File: src/rtl/rv_isa_pkg.sv
// Shared RV32I encoding constants for the instruction loader.
// The imm_sel codes match the decoder's ImmSrc encoding, so a loaded word decodes back to the same format.
package rv_isa_pkg;

  localparam logic [6:0] OP_LOAD   = 7'b0000011;
  localparam logic [6:0] OP_IMM    = 7'b0010011;
  localparam logic [6:0] OP_JALR   = 7'b1100111;
  localparam logic [6:0] OP_STORE  = 7'b0100011;
  localparam logic [6:0] OP_BRANCH = 7'b1100011;
  localparam logic [6:0] OP_JAL    = 7'b1101111;
  localparam logic [6:0] OP_LUI    = 7'b0110111;
  localparam logic [6:0] OP_AUIPC  = 7'b0010111;
  localparam logic [6:0] OP_REG    = 7'b0110011;

  localparam logic [2:0] IMM_I = 3'b000;
  localparam logic [2:0] IMM_S = 3'b001;
  localparam logic [2:0] IMM_B = 3'b010;
  localparam logic [2:0] IMM_J = 3'b011;
  localparam logic [2:0] IMM_U = 3'b100;

  localparam logic [1:0] ERR_NONE   = 2'b00;
  localparam logic [1:0] ERR_OPCODE = 2'b01;
  localparam logic [1:0] ERR_RANGE  = 2'b10;
  localparam logic [1:0] ERR_ALIGN  = 2'b11;

  typedef enum logic [1:0] {
    ST_IDLE,
    ST_CHECK,
    ST_ERR,
    ST_WRITE
  } loader_state_t;

  function automatic logic in_range(input logic [31:0] imm, input int lo, input int hi);
    return ($signed(imm) >= lo) && ($signed(imm) <= hi);
  endfunction

endpackage

File: src/rtl/instr_packer.sv
// Combinational RV32I word assembler: picks the format from the opcode, packs the fields
// and flags illegal opcodes, out-of-range and misaligned immediates.
module instr_packer
  import rv_isa_pkg::*;
(
  input  logic [6:0]  op,
  input  logic [2:0]  funct3,
  input  logic [6:0]  funct7,
  input  logic [4:0]  rd,
  input  logic [4:0]  rs1,
  input  logic [4:0]  rs2,
  input  logic [31:0] imm,
  output logic [31:0] word,
  output logic        err,
  output logic [1:0]  err_code
);

  logic [2:0] w_sel;
  logic       w_legal;
  logic       w_rtype;
  logic       w_range_ok;
  logic       w_aligned;

  always_comb begin
    w_sel   = IMM_I;
    w_legal = 1'b1;
    w_rtype = 1'b0;
    case (op)
      OP_LOAD, OP_IMM, OP_JALR: w_sel = IMM_I;
      OP_STORE:                 w_sel = IMM_S;
      OP_BRANCH:                w_sel = IMM_B;
      OP_JAL:                   w_sel = IMM_J;
      OP_LUI, OP_AUIPC:         w_sel = IMM_U;
      OP_REG:                   w_rtype = 1'b1;
      default:                  w_legal = 1'b0;
    endcase
  end

  always_comb begin
    word       = '0;
    w_range_ok = 1'b1;
    w_aligned  = 1'b1;
    if (w_rtype) begin
      word = {funct7, rs2, rs1, funct3, rd, op};
    end else begin
      case (w_sel)
        IMM_I: begin
          word       = {imm[11:0], rs1, funct3, rd, op};
          w_range_ok = in_range(imm, -2048, 2047);
        end
        IMM_S: begin
          word       = {imm[11:5], rs2, rs1, funct3, imm[4:0], op};
          w_range_ok = in_range(imm, -2048, 2047);
        end
        IMM_B: begin
          word       = {imm[12], imm[10:5], rs2, rs1, funct3, imm[4:1], imm[11], op};
          w_range_ok = in_range(imm, -4096, 4094);
          w_aligned  = ~imm[0];
        end
        IMM_J: begin
          word       = {imm[20], imm[10:1], imm[11], imm[19:12], rd, op};
          w_range_ok = in_range(imm, -1048576, 1048574);
          w_aligned  = ~imm[0];
        end
        IMM_U: begin
          word      = {imm[31:12], rd, op};
          w_aligned = (imm[11:0] == 12'd0);
        end
        default: word = '0;
      endcase
    end
  end

  // Opcode errors outrank range errors, which outrank alignment errors.
  assign err_code = !w_legal    ? ERR_OPCODE :
                    !w_range_ok ? ERR_RANGE  :
                    !w_aligned  ? ERR_ALIGN  : ERR_NONE;
  assign err = (err_code != ERR_NONE);

endmodule

File: src/rtl/instr_encoder_loader.sv
// Accepts decoded instruction fields, encodes them and writes the words into consecutive
// instruction-memory addresses starting from the base given with start.
module instr_encoder_loader
  import rv_isa_pkg::*;
#(
  parameter int ADDR_W = 8
) (
  input  logic              clk,
  input  logic              rst_n,
  input  logic              start,
  input  logic [ADDR_W-1:0] base_addr,
  input  logic              in_valid,
  output logic              in_ready,
  input  logic [6:0]        op,
  input  logic [2:0]        funct3,
  input  logic [6:0]        funct7,
  input  logic [4:0]        rd,
  input  logic [4:0]        rs1,
  input  logic [4:0]        rs2,
  input  logic [31:0]       imm,
  output logic              mem_we,
  output logic [ADDR_W-1:0] mem_addr,
  output logic [31:0]       mem_wdata,
  input  logic              mem_ready,
  output logic              err_valid,
  output logic [1:0]        err_code,
  output logic [ADDR_W:0]   count,
  output logic              full
);

  localparam logic [ADDR_W-1:0] TOP_ADDR = '1;
  localparam logic [ADDR_W-1:0] ADDR_ONE = 1;
  localparam logic [ADDR_W:0]   CNT_ONE  = 1;

  loader_state_t     r_state;
  logic              r_armed;
  logic [6:0]        r_op;
  logic [2:0]        r_funct3;
  logic [6:0]        r_funct7;
  logic [4:0]        r_rd;
  logic [4:0]        r_rs1;
  logic [4:0]        r_rs2;
  logic [31:0]       r_imm;
  logic [ADDR_W-1:0] r_addr;
  logic [ADDR_W:0]   r_count;
  logic              r_full;
  logic              r_mem_we;
  logic [31:0]       r_wdata;
  logic              r_err_valid;
  logic [1:0]        r_err_code;

  logic [31:0]       w_word;
  logic              w_err;
  logic [1:0]        w_err_code;

  instr_packer u_packer (
    .op       (r_op),
    .funct3   (r_funct3),
    .funct7   (r_funct7),
    .rd       (r_rd),
    .rs1      (r_rs1),
    .rs2      (r_rs2),
    .imm      (r_imm),
    .word     (w_word),
    .err      (w_err),
    .err_code (w_err_code)
  );

  assign in_ready  = (r_state == ST_IDLE) && r_armed && !r_full;
  assign mem_we    = r_mem_we;
  assign mem_addr  = r_addr;
  assign mem_wdata = r_wdata;
  assign err_valid = r_err_valid;
  assign err_code  = r_err_code;
  assign count     = r_count;
  assign full      = r_full;

  always_ff @(posedge clk or negedge rst_n) begin
    if (!rst_n) begin
      r_state     <= ST_IDLE;
      r_armed     <= 1'b0;
      r_op        <= '0;
      r_funct3    <= '0;
      r_funct7    <= '0;
      r_rd        <= '0;
      r_rs1       <= '0;
      r_rs2       <= '0;
      r_imm       <= '0;
      r_addr      <= '0;
      r_count     <= '0;
      r_full      <= 1'b0;
      r_mem_we    <= 1'b0;
      r_wdata     <= '0;
      r_err_valid <= 1'b0;
      r_err_code  <= ERR_NONE;
    end else begin
      case (r_state)
        ST_IDLE: begin
          // start has priority over a simultaneous field handshake
          if (start) begin
            r_armed <= 1'b1;
            r_addr  <= base_addr;
            r_count <= '0;
            r_full  <= 1'b0;
          end else if (in_valid && in_ready) begin
            r_op     <= op;
            r_funct3 <= funct3;
            r_funct7 <= funct7;
            r_rd     <= rd;
            r_rs1    <= rs1;
            r_rs2    <= rs2;
            r_imm    <= imm;
            r_state  <= ST_CHECK;
          end
        end
        ST_CHECK: begin
          if (w_err) begin
            r_err_valid <= 1'b1;
            r_err_code  <= w_err_code;
            r_state     <= ST_ERR;
          end else begin
            r_wdata  <= w_word;
            r_mem_we <= 1'b1;
            r_state  <= ST_WRITE;
          end
        end
        ST_ERR: begin
          r_err_valid <= 1'b0;
          r_state     <= ST_IDLE;
        end
        ST_WRITE: begin
          // the address parks at the top word instead of wrapping back to zero
          if (mem_ready) begin
            r_mem_we <= 1'b0;
            r_count  <= r_count + CNT_ONE;
            if (r_addr == TOP_ADDR) r_full <= 1'b1;
            else                    r_addr <= r_addr + ADDR_ONE;
            r_state  <= ST_IDLE;
          end
        end
        default: r_state <= ST_IDLE;
      endcase
    end
  end

endmodule

File: config.mk
export PLATFORM = sky130hd
export DESIGN_NAME = instr_encoder_loader
export DESIGN_NICKNAME = d
export VERILOG_FILES = /design/src/rtl/rv_isa_pkg.sv /design/src/rtl/instr_packer.sv /design/src/rtl/instr_encoder_loader.sv
export SDC_FILE = /design/constraint.sdc
export NUM_CORES = 1
export LEC_CHECK = 0
export BUFFER_PORTS_ARGS = -buffer_cell sky130_fd_sc_hd__buf_2
export CORE_MARGIN = 2
export CORE_UTILIZATION = 44
export DETAILED_ROUTE_END_ITERATION = 7
export PLACE_DENSITY = 0.67
export SLEW_MARGIN = 20
export SYNTH_ARGS = -nofsm -noshare
export SYNTH_HDL_FRONTEND = slang
export SYNTH_HIERARCHICAL = 1
export SYNTH_SLANG_ARGS = --single-unit
export TNS_END_PERCENT = 50
File: constraint.sdc
create_clock -name clk -period 2.45 [get_ports clk]
set_input_delay 0.245 -clock clk [delete_from_list [all_inputs] [get_ports clk]]
set_output_delay 0.245 -clock clk [all_outputs]
set_load 0.05 [all_outputs]
# [Word level (Yosys, flattened, before mapping)]
# Cells that the tools add are included.
[op_classes] n_addsub=2 order_cmp=6 n_eq_ne=25 n_mux=33 bitwise=3 reduce_logical=28
[op_table] cell="one-hot mux 32 bit (5 select lines)" count=1
[op_table] cell=">= comparator 32 x 12 -> 1 bit (second input constant)" count=1
[op_table] cell=">= comparator 32 x 13 -> 1 bit (second input constant)" count=1
[op_table] cell=">= comparator 32 x 21 -> 1 bit (second input constant)" count=1
[op_table] cell="less-or-equal comparator 32 x 12 -> 1 bit (second input constant)" count=1
[op_table] cell="less-or-equal comparator 32 x 13 -> 1 bit (second input constant)" count=1
[op_table] cell="less-or-equal comparator 32 x 21 -> 1 bit (second input constant)" count=1
[op_table] cell="two-way mux 32 bit" count=1
[op_table] cell="two-way mux 8 bit" count=3
[op_table] cell="equality test 7 x 6 -> 1 bit (second input constant)" count=3
[op_table] cell="equality test 7 bit (second input constant)" count=3
[op_table] cell="two-way mux 9 bit" count=2
[op_table] cell="one-hot mux 9 bit (2 select lines)" count=1
[op_table] cell="one-hot mux 8 bit (2 select lines)" count=1
[op_table] cell="equality test 7 x 5 -> 1 bit (second input constant)" count=2
[op_table] cell="logical NOT 12 bit" count=1
[op_table] cell="two-way mux 2 bit" count=6
[op_table] cell="inequality test 2 bit (second input constant)" count=6
[op_table] cell="one-hot mux 3 bit (4 select lines)" count=1
[op_table] cell="AND reduction 3 bit" count=4
[op_table] cell="two-way mux 1 bit" count=11
[op_table] cell="adder 9 x 1 -> 9 bit (second input constant)" count=1
[op_table] cell="OR reduction 9 bit" count=1
[op_table] cell="adder 8 x 1 -> 8 bit (second input constant)" count=1
[op_table] cell="other kinds (20)" count=42
[totals] ff_bits=121 inputBits=77 out_inout_bits=55 elab_cells=113

# [Depth between registers and ports, before layout]
[logic_depth] depth_word=13 ltp_mapped=12 mapped_depth_nobuf=9

# [Modules after synthesis]
# Netlist, hierarchy kept.
[by_module_without_submodules] module="instr_encoder_loader" n_inst=1 cells_each=333 area_per_inst_um2=5158.7 seq_area_each_um2=3027.9
[by_module_without_submodules] module="instr_packer" n_inst=1 cells_each=133 area_per_inst_um2=857.1 seq_area_each_um2=0.0

# [Least setup slack after synthesis]
# Ideal clock, no wire load.
[synth_path] path_type="register -> register" from="register r_op[3]" to="register r_wdata[10], in the netlist mem_wdata[10]" setup_time_ns=0.125 arrival_ns=2.478 required_ns=2.325 setup_slack_ns=-0.153 path_stages_with_launch=11 path_buffers=2 period_less_slack_ns=2.603 cell_sequence="dfrtp_1 buf_4 and3b_4 nand4_1 nand2_1 a21oi_1 a31oi_1 nand2_1 nor3b_2 buf_2 mux2_2"
[synth_between] elab_chain_len=13 word_cells_on_any_way=33 cone_classes="eq/ne: 13; mux: 12; bitwise: 1; reduce/logical: 7"
[synth_lines] item="from (decl)" line="instr_encoder_loader.sv:37" rtl="logic [6:0] r_op;"
[synth_lines] item="from (signal assigned)" line="instr_encoder_loader.sv:106" rtl="r_op <= op;"
[synth_lines] item="equality test 7 x 6 -> 1 bit / equality test 7 x 5 -> 1 bit (equally long branches)" line="instr_packer.sv:28" rtl="case (op)"
[synth_lines] item="OR reduction 2 bit"
[synth_lines] item="one-hot mux 3 bit (4 select lines)" line="instr_packer.sv:28"
[synth_lines] item="equality test 3 x 2 -> 1 bit" line="instr_packer.sv:46" rtl="case (w_sel)"
[synth_lines] item="OR reduction 2 bit (no line)"
[synth_lines] item="one-hot mux 1 bit (2 select lines)" line="instr_packer.sv:46"
[synth_lines] item="two-way mux 1 bit" line="instr_packer.sv:43" rtl="if (w_rtype) begin"
[synth_lines] item="two-way mux 2 bit" line="instr_packer.sv:77" rtl="!w_aligned ? ERR_ALIGN : ERR_NONE;"
[synth_lines] item="two-way mux 2 bit" line="instr_packer.sv:76" rtl="!w_range_ok ? ERR_RANGE :"
[synth_lines] item="two-way mux 2 bit *" line="instr_packer.sv:75" rtl="assign err_code = !w_legal ? ERR_OPCODE :"
[synth_lines] item="nonzero test 2 bit *" line="instr_packer.sv:78" rtl="assign err = (err_code != ERR_NONE);"
[synth_lines] item="named net w_err" line="instr_encoder_loader.sv:53" rtl="logic w_err;"
[synth_lines] item="NOT 1 bit (no line) *"
[synth_lines] item="AND reduction 2 bit (no line) *"
[synth_lines] item="to (signal assigned)" line="instr_encoder_loader.sv:122" rtl="r_wdata <= w_word;"
[synth_lines] item="to (decl)" line="instr_encoder_loader.sv:48" rtl="logic [31:0] r_wdata;"
# Mark *: on every way through the listed nets, which the timed path passes. The rest lies on a longest branch.
# A chain may end at the register's enable or synchronous reset.

# [Worst setup path in the final report]
[layout_path] from="register r_imm[28]" to="register r_wdata[8], in the netlist mem_wdata[8]"
[layout_between] elab_chain_len=9 word_cells_on_any_way=16 cone_classes="order compare: 6; mux: 4; bitwise: 1; reduce/logical: 5"
[layout_lines] item="from (decl)" line="instr_encoder_loader.sv:43" rtl="logic [31:0] r_imm;"
[layout_lines] item="from (signal assigned)" line="instr_encoder_loader.sv:112" rtl="r_imm <= imm;"
[layout_lines] item=">= comparator 32 x 21 -> 1 bit (tied with other cells)" line="rv_isa_pkg.sv:34" rtl="return ($signed(imm) >= lo) && ($signed(imm) <= hi);"
[layout_lines] item="logical AND 1 bit" line="rv_isa_pkg.sv:34"
[layout_lines] item="one-hot mux 1 bit (3 select lines) *" line="instr_packer.sv:46"
[layout_lines] item="two-way mux 1 bit *" line="instr_packer.sv:43"
[layout_lines] item="two-way mux 2 bit *" line="instr_packer.sv:76"
[layout_lines] item="two-way mux 2 bit *" line="instr_packer.sv:75"
[layout_lines] item="nonzero test 2 bit *" line="instr_packer.sv:78"
[layout_lines] item="named net w_err" line="instr_encoder_loader.sv:53"
[layout_lines] item="NOT 1 bit (no line) *"
[layout_lines] item="AND reduction 2 bit (no line) *"
# Marks and branches as above.

==> flow_summary.ini <==
[yosys]
synth_cell_types = 59
synthArstFlopShare_pct = 100
synth_nets = 545
synth_flop_cell = dfrtp_1
synth.largest_area_cell = dfrtp_1
ys_seq_area_share_pct = 50.3
synth_area_leaders = dfrtp_1 (50%), mux2_4 (17%), mux2_2 (8.0%)
yosysMostFrequentCell = dfrtp_1
synth_edf_count = 0
netlist_instances = 466
netlist_area_um2 = 6020
synth_common_cells = dfrtp_1 (121), mux2_4 (68), mux2_2 (43), nand2_1 (26), nor2_1 (20)
yosys_warnings = 6
yosysTopAreaCellShare_pct = 50.3
synth_seq_cells = 121
avgSynthCellArea_um2 = 12.9

[setup_path]
worstRegToRegCells = 10
cp_max_fo = 7
critical_path.startpoint_type = flip-flop
cp.arrival_ns = 2.98
path_class = flip-flop to flip-flop
cp_slowest_cell = or3_1
slowest_delay_ns = 0.46
critPathTopFamily = simple AND/OR/NAND/NOR gates
critPathCaptureType = flip-flop
cp_num_buf_inv = 2
crit_required_ns = 2.74
crit_chain = nand4_1 > or3_1 > o32ai_2 > nand2_1 > a31oi_2 > nand2_2 > nor3b_4 > buf_6 > clkbuf_16 > mux2_2
cp_num_cells = 10

[global_route]
globalRouteMet1Util_pct = 28.5
grt-ovfl-total = 0
antenna_found_initial = 1
top_usage_layer = met2
grt_util_all_layers_pct = 21.0
met2_usage_pct = 31.8
first_global_vias = 4493
grt_pass1_wl_um = 23400
grt_max_degree = 57
grtUsageMet3_pct = 5.36

[cts]
htreeDepth = 4
cts.sinks = 121
cts_buffers = 17
cts_max_path_buffers = 2
cts_root_buf = clkbuf_16
path_clk_slew_ns = 0.05
clk_latency_ns = 0.41
cts_tree = built

[final_layout]
final_nets = 730
fin_area_um2 = 8040
fin_cells = 840
finalCoreUtilization_pct = 60.4
area_delta_synth_final_pct = 33.6
drive_gt1_share_pct = 54.0

[sta]
period_share_pct = 109
period_needed_ns = 2.68
finalWorstSetupSlack_ns = -0.232
rsz0062_at_grt = yes
slew_headroom_pct = 52.0
fin_worst_skew_ns = 0.0115
drv_slew = 0
hold_viol_final = 0
setup-violations-final = 32
tightest_slew_ns = 0.720
fmax_mhz = 373

[outcome]
violations = setup timing
outcome = complete, but fails checks

[die]
fp.dieW_um = 121
io_pins = 132
dieArea_um2 = 14600
die_h_um = 121
start_util_pct = 45.2
core-area_um2 = 13300
rows = 42

[routing]
drtIter0Drc = 372
post-route-drc-count = 0
drtPass1Iterations = 5
ant_nets = 0
drt_wl_total_um = 15200
routedWlPerCell_um = 18.1
via_count = 4461
vias_per_cell = 5.31

[worst_hold_path]
min_path_cells = 2
hold_path.class = primary input to flip-flop

[placement]
place_congestion = 0.928
placed_cells = 800
place_area_um2 = 7140
dp_hpwl_um = 10300
io_buffers = 131

[power]
finalPower_mw = 9.23
leakage_nw = 4.05
powerDensity_nw_per_um2 = 1150
ir_drop_mv = 0.535

[run]
drv_cap = 0
[per-layer routing]
metal | vias up | share of wire [%]
met1 | 2219 | 45
met4 | 0 | 2.0
met2 | 137 | 47
met3 | 22 | 5.9
li1 | 2083 | -
met5 | - | 0
[where the power goes]
group | internal (mW) | switching [mW] | leakage (nW) | total (mW)
clock | 1.69 | 0.858 | 0.299 | 2.55
sequential | 2.66 | 0.651 | 1.51 | 3.31
combinational | 1.76 | 1.61 | 2.24 | 3.36
total | 6.11 | 3.12 | 4.05 | 9.23
[cells in the final DEF, fill, tap and decap left out, types with 2 or more instances in the layout]
cell type,count
a211oi_1,4
a21oi_1,12
a22oi_1,12
a31oi_1,3
and3_1,3
and4_1,2
buf_12,4
buf_2,130
buf_4,57
buf_6,2
bufinv_16,3
clkbuf_1,2
clkbuf_16,19
clkbuf_8,4
clkinv_2,4
dfrtp_1,121
ha_1,2
inv_1,11
mux2_2,21
mux2_4,90
mux2i_1,3
nand2_1,24
nand2_2,2
nand3_1,8
nand3_2,2
nand4_1,13
nor2_1,20
nor3_1,9
nor3_2,2
nor3b_1,2
nor4_1,4
nor4_4,3
o211ai_1,3
o21ai_0,9
o21ai_1,8
or2_2,2
or3_1,3
xnor2_1,3
xor2_1,4
[state kept, by name, indices dropped and copies added, names as in the netlist, 2 cells and up]
signal and count:
count 9, err_code 2, mem_addr 8, mem_wdata 32
r_funct3 3, r_funct7 7, r_imm 32, r_op 7
r_rd 5, r_rs1 5, r_rs2 5, r_state 2
[worst reg2reg max path, delay by kind of cell, from the launching register on]
kind / cells / cell delay, ns
simple gates: 5 / 1.10
compound gates: 2 / 0.41
mux: 1 / 0.33
buf+inv: 2 / 0.33
flops: 1 / 0.41
[repair_timing]
item | 4_1_cts | 5_1_grt
endpoints found under the hold margin | 54 | 0
gates resized for setup | 5 | 33
endpoints found under the setup margin | 35 | 36
setup buffers | 3 | 1
cloned | 1 | 2
hold buffers | 1 | 0
pin swaps | 5 | 2
[metrics by stage]
stage,hold slack (ns),setup WS [ns],TNS (ns)
after floorplan,-0.0506,-0.0487,-1.34
after global placement,0.341,-0.269,-8.30
after detailed placement,0.356,-0.366,-11.41
after CTS,0.0443,-0.195,-5.70
after global routing,0.0495,-0.315,-9.54
final,0.0608,-0.232,-6.47
[kinds of logic (layout without fill, tap and decap cells)]
group	Yosys count	count (layout)	synth area share, %
flip-flops	121	121	50.3
AO/OA/AOI/OAI	68	68	7.40
adder cells (fa/ha/maj)	2	2	0.416
other	0	1	0
AND/OR/NAND/NOR	112	112	10.2
buffers and inverters	42	239	5.07
XOR/XNOR	7	7	1.02
multiplexers	114	114	25.5
[final timing paths]
| path | end | slack [ns] | start |
|---|---|---|---|
| max | mem_wdata[8] | -0.23 | r_imm[28] |
| min | r_op[6] | 0.06 | op[6] |
| max reg2reg | mem_wdata[8] | -0.23 | r_imm[28] |
| min reg2reg | r_armed | 0.48 | r_armed |
| max in group asynchronous | r_imm[6] | 1.27 | rst_n |
| min in group asynchronous | r_rs1[4] | 0.43 | rst_n |
[area by class of cell]
type	instances	area [um^2]
diodes	1	2.50
clock buffers	23	488
clock inverters	8	118
fillers	1080	5260
inverters	11	41.3
multi-input cells	303	2870
flip-flops and latches	121	3030
well taps	176	220
repair buffers	197	1270
(Power assumes the default switching activity.)
